[src/rtl/uart_line_pkg.sv]
// Shared encodings for the UART line engine: FSM states, run modes,
// control characters and the lower-case range used for case folding.
package uart_line_pkg;

    typedef enum logic [2:0] {
        IDLE,
        ECHO_WR,
        EMIT_RD,
        EMIT_WR,
        EMIT_CR,
        EMIT_LF
    } state_t;

    localparam logic [1:0] MODE_RAW   = 2'd0;
    localparam logic [1:0] MODE_UPPER = 2'd1;
    localparam logic [1:0] MODE_LINE  = 2'd2;
    localparam logic [1:0] MODE_REV   = 2'd3;

    localparam logic [7:0] CH_CR    = 8'h0D;
    localparam logic [7:0] CH_LF    = 8'h0A;
    localparam logic [7:0] CH_BS    = 8'h08;
    localparam logic [7:0] LC_LO    = 8'h61;
    localparam logic [7:0] LC_HI    = 8'h7A;
    localparam logic [7:0] FOLD_OFS = 8'h20;

    // Lower-case ASCII letters map to upper case; everything else passes.
    function automatic logic [7:0] fold_upper(input logic [7:0] c);
        return (c >= LC_LO && c <= LC_HI) ? (c - FOLD_OFS) : c;
    endfunction

endpackage

[src/rtl/uart_line_buf.sv]
// Line buffer: simple dual-port RAM, one write port, registered read port
// with one cycle of latency. rdata holds until the next read is issued.
module uart_line_buf
    import uart_line_pkg::*;
#(
    parameter int DATA_W = 8,
    parameter int DEPTH  = 64,
    parameter int AW     = $clog2(DEPTH)
) (
    input  logic              clk,
    input  logic              rst,
    input  logic              we,
    input  logic [AW-1:0]     waddr,
    input  logic [DATA_W-1:0] wdata,
    input  logic              re,
    input  logic [AW-1:0]     raddr,
    output logic [DATA_W-1:0] rdata
);

    logic [DATA_W-1:0] mem [DEPTH];

    // Storage array; no reset so it maps onto block RAM.
    always_ff @(posedge clk) begin
        if (we) mem[waddr] <= wdata;
    end

    // Registered read; held between reads so the emitter can stall on full.
    always_ff @(posedge clk or posedge rst) begin
        if (rst)     rdata <= '0;
        else if (re) rdata <= mem[raddr];
    end

endmodule

[src/rtl/uart_line_engine.sv]
// UART line engine: pops RX FIFO bytes and pushes TX FIFO bytes in raw,
// upper-case, line or reversed-line mode. Line modes buffer a line with
// backspace editing and emit it on CR/LF followed by CR LF.
// Optional UART_LINE_STATS_EN adds rx/drop/line 16-bit wrap counters.
module uart_line_engine
    import uart_line_pkg::*;
#(
    parameter int DATA_W     = 8,
    parameter int LINE_DEPTH = 64
) (
    input  logic              clk,
    input  logic              rst,
    input  logic [1:0]        mode,
    input  logic              rx_fifo_dvalid,
    input  logic [DATA_W-1:0] rx_rdata,
    output logic              rx_rden,
    input  logic              rx_fifo_overrun,
    input  logic              tx_fifo_full,
    input  logic              tx_fifo_overrun,
    output logic              tx_wten,
    output logic [DATA_W-1:0] tx_wdata,
`ifdef UART_LINE_STATS_EN
    output logic [15:0]       rx_count,
    output logic [15:0]       drop_count,
    output logic [15:0]       line_count,
`endif
    output logic              busy,
    output logic              line_ovf,
    output logic              err_sticky
);

    localparam int AW    = $clog2(LINE_DEPTH);
    localparam int CNT_W = AW + 1;
    localparam logic [CNT_W-1:0] FULL_CNT = CNT_W'(LINE_DEPTH);

    state_t            state, state_n;
    logic [CNT_W-1:0]  count, count_n;
    logic [AW-1:0]     idx, idx_n;
    logic [1:0]        mode_q, mode_n, cur_mode;
    logic [DATA_W-1:0] byte_q, byte_n, echo_byte, buf_rdata;
    logic              ovf_n, rd_gap, buf_we, buf_re, rev, last_idx;
    logic [7:0]        rx_lo;

    assign rx_lo    = rx_rdata[7:0];
    // Mode is re-sampled only when a new line (or raw byte) starts.
    assign cur_mode = (count == '0) ? mode : mode_q;
    assign rev      = (mode_q == MODE_REV);
    assign last_idx = rev ? (idx == '0) : (idx == AW'(count - 1'b1));
    assign busy     = (state != IDLE) || (count != '0);

    // Echo byte, folded to upper case on the low 8 bits when requested.
    always_comb begin
        echo_byte = byte_q;
        if (mode_q == MODE_UPPER) echo_byte[7:0] = fold_upper(byte_q[7:0]);
    end

    // Next-state and output decode.
    always_comb begin
        state_n  = state;
        count_n  = count;
        idx_n    = idx;
        mode_n   = mode_q;
        byte_n   = byte_q;
        ovf_n    = line_ovf;
        rx_rden  = 1'b0;
        tx_wten  = 1'b0;
        tx_wdata = '0;
        buf_we   = 1'b0;
        buf_re   = 1'b0;
        case (state)
            IDLE: begin
                // rd_gap covers the cycle where dvalid may still be stale.
                if (rx_fifo_dvalid && !rd_gap) begin
                    rx_rden = 1'b1;
                    byte_n  = rx_rdata;
                    mode_n  = cur_mode;
                    if (cur_mode == MODE_RAW || cur_mode == MODE_UPPER) begin
                        state_n = ECHO_WR;
                    end else if (rx_lo == CH_CR || rx_lo == CH_LF) begin
                        if (count == '0) begin
                            state_n = EMIT_CR;
                        end else begin
                            state_n = EMIT_RD;
                            idx_n   = (cur_mode == MODE_REV) ? AW'(count - 1'b1) : '0;
                        end
                    end else if (rx_lo == CH_BS) begin
                        if (count != '0) count_n = count - 1'b1;
                    end else if (count != FULL_CNT) begin
                        buf_we  = 1'b1;
                        count_n = count + 1'b1;
                    end else begin
                        ovf_n = 1'b1;
                    end
                end
            end
            ECHO_WR: begin
                tx_wdata = echo_byte;
                if (!tx_fifo_full) begin
                    tx_wten = 1'b1;
                    state_n = IDLE;
                end
            end
            EMIT_RD: begin
                buf_re  = 1'b1;
                state_n = EMIT_WR;
            end
            EMIT_WR: begin
                tx_wdata = buf_rdata;
                if (!tx_fifo_full) begin
                    tx_wten = 1'b1;
                    if (last_idx) begin
                        state_n = EMIT_CR;
                    end else begin
                        idx_n   = rev ? (idx - 1'b1) : (idx + 1'b1);
                        state_n = EMIT_RD;
                    end
                end
            end
            EMIT_CR: begin
                tx_wdata = DATA_W'(CH_CR);
                if (!tx_fifo_full) begin
                    tx_wten = 1'b1;
                    state_n = EMIT_LF;
                end
            end
            EMIT_LF: begin
                tx_wdata = DATA_W'(CH_LF);
                if (!tx_fifo_full) begin
                    tx_wten = 1'b1;
                    count_n = '0;
                    ovf_n   = 1'b0;
                    state_n = IDLE;
                end
            end
            default: state_n = IDLE;
        endcase
    end

    // FSM and line bookkeeping registers.
    always_ff @(posedge clk or posedge rst) begin
        if (rst) begin
            state    <= IDLE;
            count    <= '0;
            idx      <= '0;
            mode_q   <= MODE_RAW;
            byte_q   <= '0;
            line_ovf <= 1'b0;
            rd_gap   <= 1'b0;
        end else begin
            state    <= state_n;
            count    <= count_n;
            idx      <= idx_n;
            mode_q   <= mode_n;
            byte_q   <= byte_n;
            line_ovf <= ovf_n;
            rd_gap   <= rx_rden;
        end
    end

    // Overrun flags accumulate regardless of FSM state.
    always_ff @(posedge clk or posedge rst) begin
        if (rst)                                     err_sticky <= 1'b0;
        else if (rx_fifo_overrun || tx_fifo_overrun) err_sticky <= 1'b1;
    end

    uart_line_buf #(.DATA_W(DATA_W), .DEPTH(LINE_DEPTH)) u_buf (
        .clk   (clk),
        .rst   (rst),
        .we    (buf_we),
        .waddr (count[AW-1:0]),
        .wdata (rx_rdata),
        .re    (buf_re),
        .raddr (idx),
        .rdata (buf_rdata)
    );

`ifdef UART_LINE_STATS_EN
    logic drop_evt, line_evt;
    assign drop_evt = rx_rden && cur_mode[1] && rx_lo != CH_CR && rx_lo != CH_LF
                      && rx_lo != CH_BS && count == FULL_CNT;
    assign line_evt = tx_wten && state == EMIT_LF;

    // Statistics counters, free-running and wrapping.
    always_ff @(posedge clk or posedge rst) begin
        if (rst) begin
            rx_count   <= '0;
            drop_count <= '0;
            line_count <= '0;
        end else begin
            if (rx_rden)  rx_count   <= rx_count + 16'd1;
            if (drop_evt) drop_count <= drop_count + 16'd1;
            if (line_evt) line_count <= line_count + 16'd1;
        end
    end
`endif

endmodule

[config.mk]
export PLATFORM = sky130hd
export DESIGN_NAME = uart_line_engine
export DESIGN_NICKNAME = d
export VERILOG_FILES = /design/src/rtl/uart_line_pkg.sv /design/src/rtl/uart_line_buf.sv /design/src/rtl/uart_line_engine.sv
export SDC_FILE = /design/constraint.sdc
export NUM_CORES = 1
export LEC_CHECK = 0
export CAP_MARGIN = 30
export CORE_UTILIZATION = 45
export DETAILED_ROUTE_END_ITERATION = 8
export SLEW_MARGIN = 0
export SYNTH_ARGS = -nofsm -noshare
export SYNTH_HDL_FRONTEND = slang
export SYNTH_SLANG_ARGS = --single-unit
[constraint.sdc]
create_clock -name clk -period 8.26 [get_ports clk]
set_input_delay 1.239 -clock clk [delete_from_list [all_inputs] [get_ports clk]]
set_output_delay 1.239 -clock clk [all_outputs]
set_load 0.02 [all_outputs]
==> flow_summary.ini, run 1 <==
[outcome]
status = completed

[timing]
hold_viol_final = 0
min_period_ns = 4.50
maxSlewHeadroom = 0.306
whs_ns = 0.465
max_freq_ghz = 0.222
tns_ns = 0
min_period_over_period = 0.545
tightest_slew_ns = 1.04
finalMaxSlewViolations = 0
skew_ns = 0.0182
setup_viol_count_final = 0
rsz0062_at_grt = no

[synthesis]
synthArstFlopShare = 0.0674
yosysSeqAreaShare = 0.722
ys.flop_type = edfxtp_1
ys_seq_elements = 549
syn_area_sq_mm = 0.0226
synth_edf_count = 512
avgSynthCellArea_sq_um = 18.3
yosys_warnings = 0
syn_inst = 1232
yosysUniqueCellTypes = 72
synth_nets = 1257

[finish]
fin_area_sq_mm = 0.0252
diodes = 0
fillers = 4000
drive_gt1_frac = 0.210
nets = 1288
final_util = 0.513
area_growth_pct = 11.8

[detailed_routing]
vias = 11900
drtIter0Drc = 1373
drt_first_pass_iters = 8
drc = 0
detail-route-antenna-nets = 0
routed_wl_um = 55500
drt-wirelength-per-cell_um = 28.1
drt-vias-per-instance = 6.02

[worst_setup_path]
path_common_cell = nor2_1
cp-start-kind = input pin
worst-setup-path-type = in -> reg
crit_buf_inv = 2
cpMaxStageDelayCell = nor2_1
critPathTopFamily = simple AND/OR/NAND/NOR gates
required_ns = 8.48
crit_arrival_ns = 4.73
end_kind = register
path_max_fanout = 68
cp_cell_sequence = buf_2 -> buf_4 -> and3b_1 -> o211a_1 -> or3b_1 -> nor2_1 -> nand4_1 -> nor2_1
critPathMaxStageDelay_ns = 0.73

[die]
start_util = 0.459
die_area_sq_mm = 0.0511
fp.dieW_um = 226
ios = 29
coreArea_sq_mm = 0.0493
num_rows = 81
die_h_um = 226

[worst_hold_path]
min_path_type = reg -> reg

[clock_network]
cts-root-buf = clkbuf_16
numCtsBuffers = 54
clk_pin_slew_ns = 0.06
clk_latency_ns = 0.60
htreeDepth = 2
post_cts_buffers = 0
cts.sinks = 549
cts_tree = done
ctsLongestPathBuffers = 3
cts_hold_buffers = 0
post_cts_resized = 0

[power]
irDropWorstVdd_mv = 0.167
power_density_mw_per_mm2 = 240
leakagePower_nw = 7.76

[global_routing]
grt_first_pass_wirelength_um = 82600
grt_overflow = 0
antenna_found_initial = 0
grt_usage = 0.225
grt_max_degree = 69
first_global_vias = 12000

[placement]
detailed_place_hpwl_um = 34100
place_congestion = 0.851
portBuffers = 28
placed_area_sq_mm = 0.0235

[job]
cap_violations = 0
## per-layer routing
| layer | track usage | routed length (um) | up-vias |
|---|---|---|---|
| met2 | 0.345 | 25800 | 479 |
| li1 | - | - | 5078 |
| met5 | 0 | 0 | - |
| met1 | 0.337 | 25100 | 6247 |
| met3 | 0.0317 | 3460 | 69 |
| met4 | 0.0645 | 1100 | 0 |
## cell usage after synthesis (9+ instances only)
cell        n  share of area
nor2_1     92          0.015
a31oi_1    15         0.0042
nand3_1    17         0.0038
edfxtp_1  512           0.68
buf_4       9         0.0030
o21ai_0    13         0.0029
nor3_1     14         0.0031
mux2_2     26          0.013
mux4_2    121           0.12
buf_2      19         0.0042
buf_1      10         0.0017
nand4_1     9         0.0025
mux2i_1    35          0.016
nand2_1    53         0.0088
a211oi_1   15         0.0050
o22ai_1    10         0.0028
and3_1      9         0.0025
inv_1      11         0.0018
a21oi_1    18         0.0040
dfrtp_1    37          0.041
clkbuf_1   34         0.0057
## worst register-to-register path: stages (launching register included)
cell	delay, ns
dfrtp_1	0.64
nor3_4	0.51
and2b_1	0.54
or3b_1	0.46
nor2_1	0.55
nand4_1	0.53
nor2_1	0.74
## cells by family (layout without fill, tap and decap cells)
kind of cell / Yosys count / in the layout / share of synthesized area
multiplexers: 182 / 182 / 0.149
adder cells (fa/ha/maj): 9 / 9 / 0.00532
XOR/XNOR: 15 / 15 / 0.00643
flip-flops: 549 / 549 / 0.722
buffers and inverters: 89 / 164 / 0.0187
AO/OA/AOI/OAI: 136 / 136 / 0.0432
AND/OR/NAND/NOR: 252 / 252 / 0.0555
## power breakdown
group	switching (mW)	internal (mW)
logic	0.355	0.172
clock network	1.05	1.36
registers	0.0633	3.07
total	1.47	4.60
## through the flow
stage	setup slack [ns]	std cells	total power [mW]
after floorplan	4.98	1232	3.44
after global placement	3.18	1868	3.68
after detailed placement	3.08	1870	3.71
after CTS	3.72	1970	6.09
after global routing	3.59	1971	6.24
final	3.76	1971	6.07
## sequential cells by signal, indices dropped and copies added, names as in the netlist, 2 cells and up
name and flops:
byte_q 8, count 7, idx 6, mode_q 2
state 3, u_buf.mem 512, u_buf.rdata 8
## layout by cell type (no fill, tap or decap), types with 9 or more instances in the layout
cell type / instances
a21oi_1: 18
mux4_2: 121
nand2_1: 53
dfrtp_1: 34
nand3_1: 17
nand4_1: 9
clkinv_1: 14
mux2_2: 26
nor3_1: 13
o21ai_0: 13
edfxtp_1: 512
clkinv_2: 9
buf_4: 20
a211oi_1: 15
inv_1: 11
clkbuf_16: 57
and3_1: 9
mux2i_1: 35
clkdlybuf4s50_1: 20
o22ai_1: 10
a31oi_1: 15
nor2_1: 92
## cell type report
cell class / instances / area (sq um) / share of cell area
Sequential cell: 549 / 16300 / 0.646
Multi-Input combinational cell: 594 / 5870 / 0.232
Clock buffer: 63 / 1460 / 0.0578
Tap cell: 664 / 831 / 0.0329
Timing Repair Buffer: 51 / 448 / 0.0177
Clock inverter: 37 / 279 / 0.0111
Inverter: 13 / 48.8 / 0.00193
## path summary, 6_finish.rpt
path,from,to,slack (ns),cells after the start
max,rx_rdata[1],u_buf.mem[56][1],3.76,8
min,err_sticky,err_sticky,0.46,1
max reg2reg,state[1],u_buf.mem[56][1],3.93,6
min reg2reg,err_sticky,err_sticky,0.46,1
max in group asynchronous,rst,idx[0],6.76,3
min in group asynchronous,rst,err_sticky,0.78,2
No activity file was read; power rests on OpenSTA's default activity.
==> inputs of run 2 (changes only) <==
- clock period: 8.26 -> 3.71 ns (I/O delays scaled with it)
==> flow_summary.ini, run 2 (synthesized netlist as in run 1, its figures left out) <==
[finish]
drive_gt1_frac = 0.242
stdcell_count = 2039
top_register = u_buf.mem
area_growth_pct = 14.0
diodes = 0
final_util = 0.523
final_cell_mix = 512 x edfxtp_1, 121 x mux4_2, 92 x nor2_1, 91 x buf_4, 55 x clkbuf_16
largest_reg_flops = 512
final_common_cell = edfxtp_1
reg_top3 = u_buf.mem: 512 flops, byte_q: 8 flops, u_buf.rdata: 8 flops
nets = 1361
fillers = 3966

[die]
coreArea_sq_mm = 0.0493
num_rows = 81
die_area_sq_mm = 0.0511
fp.dieW_um = 226
die_h_um = 226
ios = 29
start_util = 0.459

[worst_setup_path]
cp-start-kind = register
r2r_cells = 7
required_ns = 3.15
critPathMaxStageDelay_ns = 0.57
rr_startpoint = idx[0]
end_kind = primary output
path_max_fanout = 12
worst-setup-path-type = reg -> out
cp_cell_sequence = buf_4 -> or4_4 -> nor2_2 -> nand2_1 -> clkdlybuf4s50_1
cpMaxStageDelayCell = clkdlybuf4s50_1
cp-startpoint = count[5]
crit_arrival_ns = 2.79

[job]
cap_violations = 0

[placement]
place_congestion = 0.912
detailed_place_hpwl_um = 34500
portBuffers = 28
placed_cells = 1943
dp_slack_ns = 0.253

[detailed_routing]
drc = 0
drt-wirelength-per-cell_um = 27.2
vias = 12000
drtIter0Drc = 1360
routed_wl_um = 55400
detail-route-antenna-nets = 0
drt_first_pass_iters = 5
drt-vias-per-instance = 5.89

[power]
irDropWorstVdd_mv = 0.314
p_clk_frac = 0.393
power_frac_comb = 0.091
leakagePower_nw = 8.12
power_mw = 13.4
power_density_mw_per_mm2 = 520
internal_power_mw = 10.2
sequentialPowerShare = 0.516
swShare = 0.235
power_switching_mw = 3.15

[global_routing]
grt_max_degree = 67
grt_first_pass_wirelength_um = 81500
grt_usage = 0.223
antenna_found_initial = 1
first_global_vias = 12000
grt_overflow = 0

[timing]
finalMaxSlewViolations = 0
min_period_ns = 3.35
min_period_over_period = 0.903
hold_viol_final = 0
maxSlewHeadroom = 0.394
setup_viol_count_final = 0
tightest_slew_ns = 0.909
rsz0062_at_grt = no
worst_slack_ns = 0.359
skew_ns = 0.0142
max_freq_ghz = 0.298
tns_ns = 0

[clock_network]
post_cts_buffers = 0
clk_latency_ns = 0.60
cts_tree = done
htreeDepth = 2
cts_hold_buffers = 0
cts-root-buf = clkbuf_16
cts.sinks = 549
post_cts_resized = 0
clk_pin_slew_ns = 0.07
numCtsBuffers = 55
ctsLongestPathBuffers = 3

[outcome]
status = completed

[worst_hold_path]
min_path_type = in -> async
run 2: cell types whose count changed in the layout (fill, tap and decap cells not counted), sizes merged:
cell      before  now
buf           31  103
bufinv         3    4
clkbuf        63   70
clkinv        26   20
clkinvlp       8    1
inv           13   14
run 2: final timing paths:
path                                    end  slack, ns
max                                    busy       0.36
min                               byte_q[6]       0.25
max reg2reg                  u_buf.rdata[3]       0.65
min reg2reg                      err_sticky       0.46
max in group asynchronous    u_buf.rdata[6]       2.77
min in group clk           u_buf.mem[28][1]       0.28
run 2: worst max-delay path: cells and delay by family, from the launching register on:
kind                   cells  cell delay, ns
buffers and inverters      2            0.76
DFF                        1            0.39
and+or+nand+nor            3            1.03
run 2: area by class of cell:
class                           count  area, sq um  share of cell area
Timing Repair Buffer              123         1010              0.0393
Tap cell                          664          831              0.0323
Clock buffer                       70         1440              0.0561
Inverter                           13         48.8             0.00190
Sequential cell                   549        16300               0.634
Multi-Input combinational cell    594         5870               0.228
Clock inverter                     26          224             0.00870
run 2: power groups by stage:
stage / combinational, mW / sequential [mW] / clock, mW
2_1_floorplan: 0.660 / 7.01 / 0
3_3_place_gp: 1.21 / 7.03 / 0
3_5_place_dp: 1.22 / 7.04 / 0
4_1_cts: 1.22 / 6.91 / 5.35
5_1_grt: 1.29 / 6.92 / 5.56
6_report: 1.22 / 6.91 / 5.26
run 2: layer usage:
layer / vias to the layer above / track usage / wire, um
li1: 5214 / - / -
met1: 6253 / 0.326 / 24700
met2: 437 / 0.340 / 25500
met3: 94 / 0.0407 / 3730
met4: 2 / 0.0745 / 1520
met5: - / 0 / 11
run 2: through the flow:
step                instance area (sq um)  hold slack (ns)
global placement                    24000            0.447
detailed placement                  24100            0.452
finish                              25700            0.247
floorplan                           22600            0.482
CTS                                 25700            0.233
global route                        25700            0.263
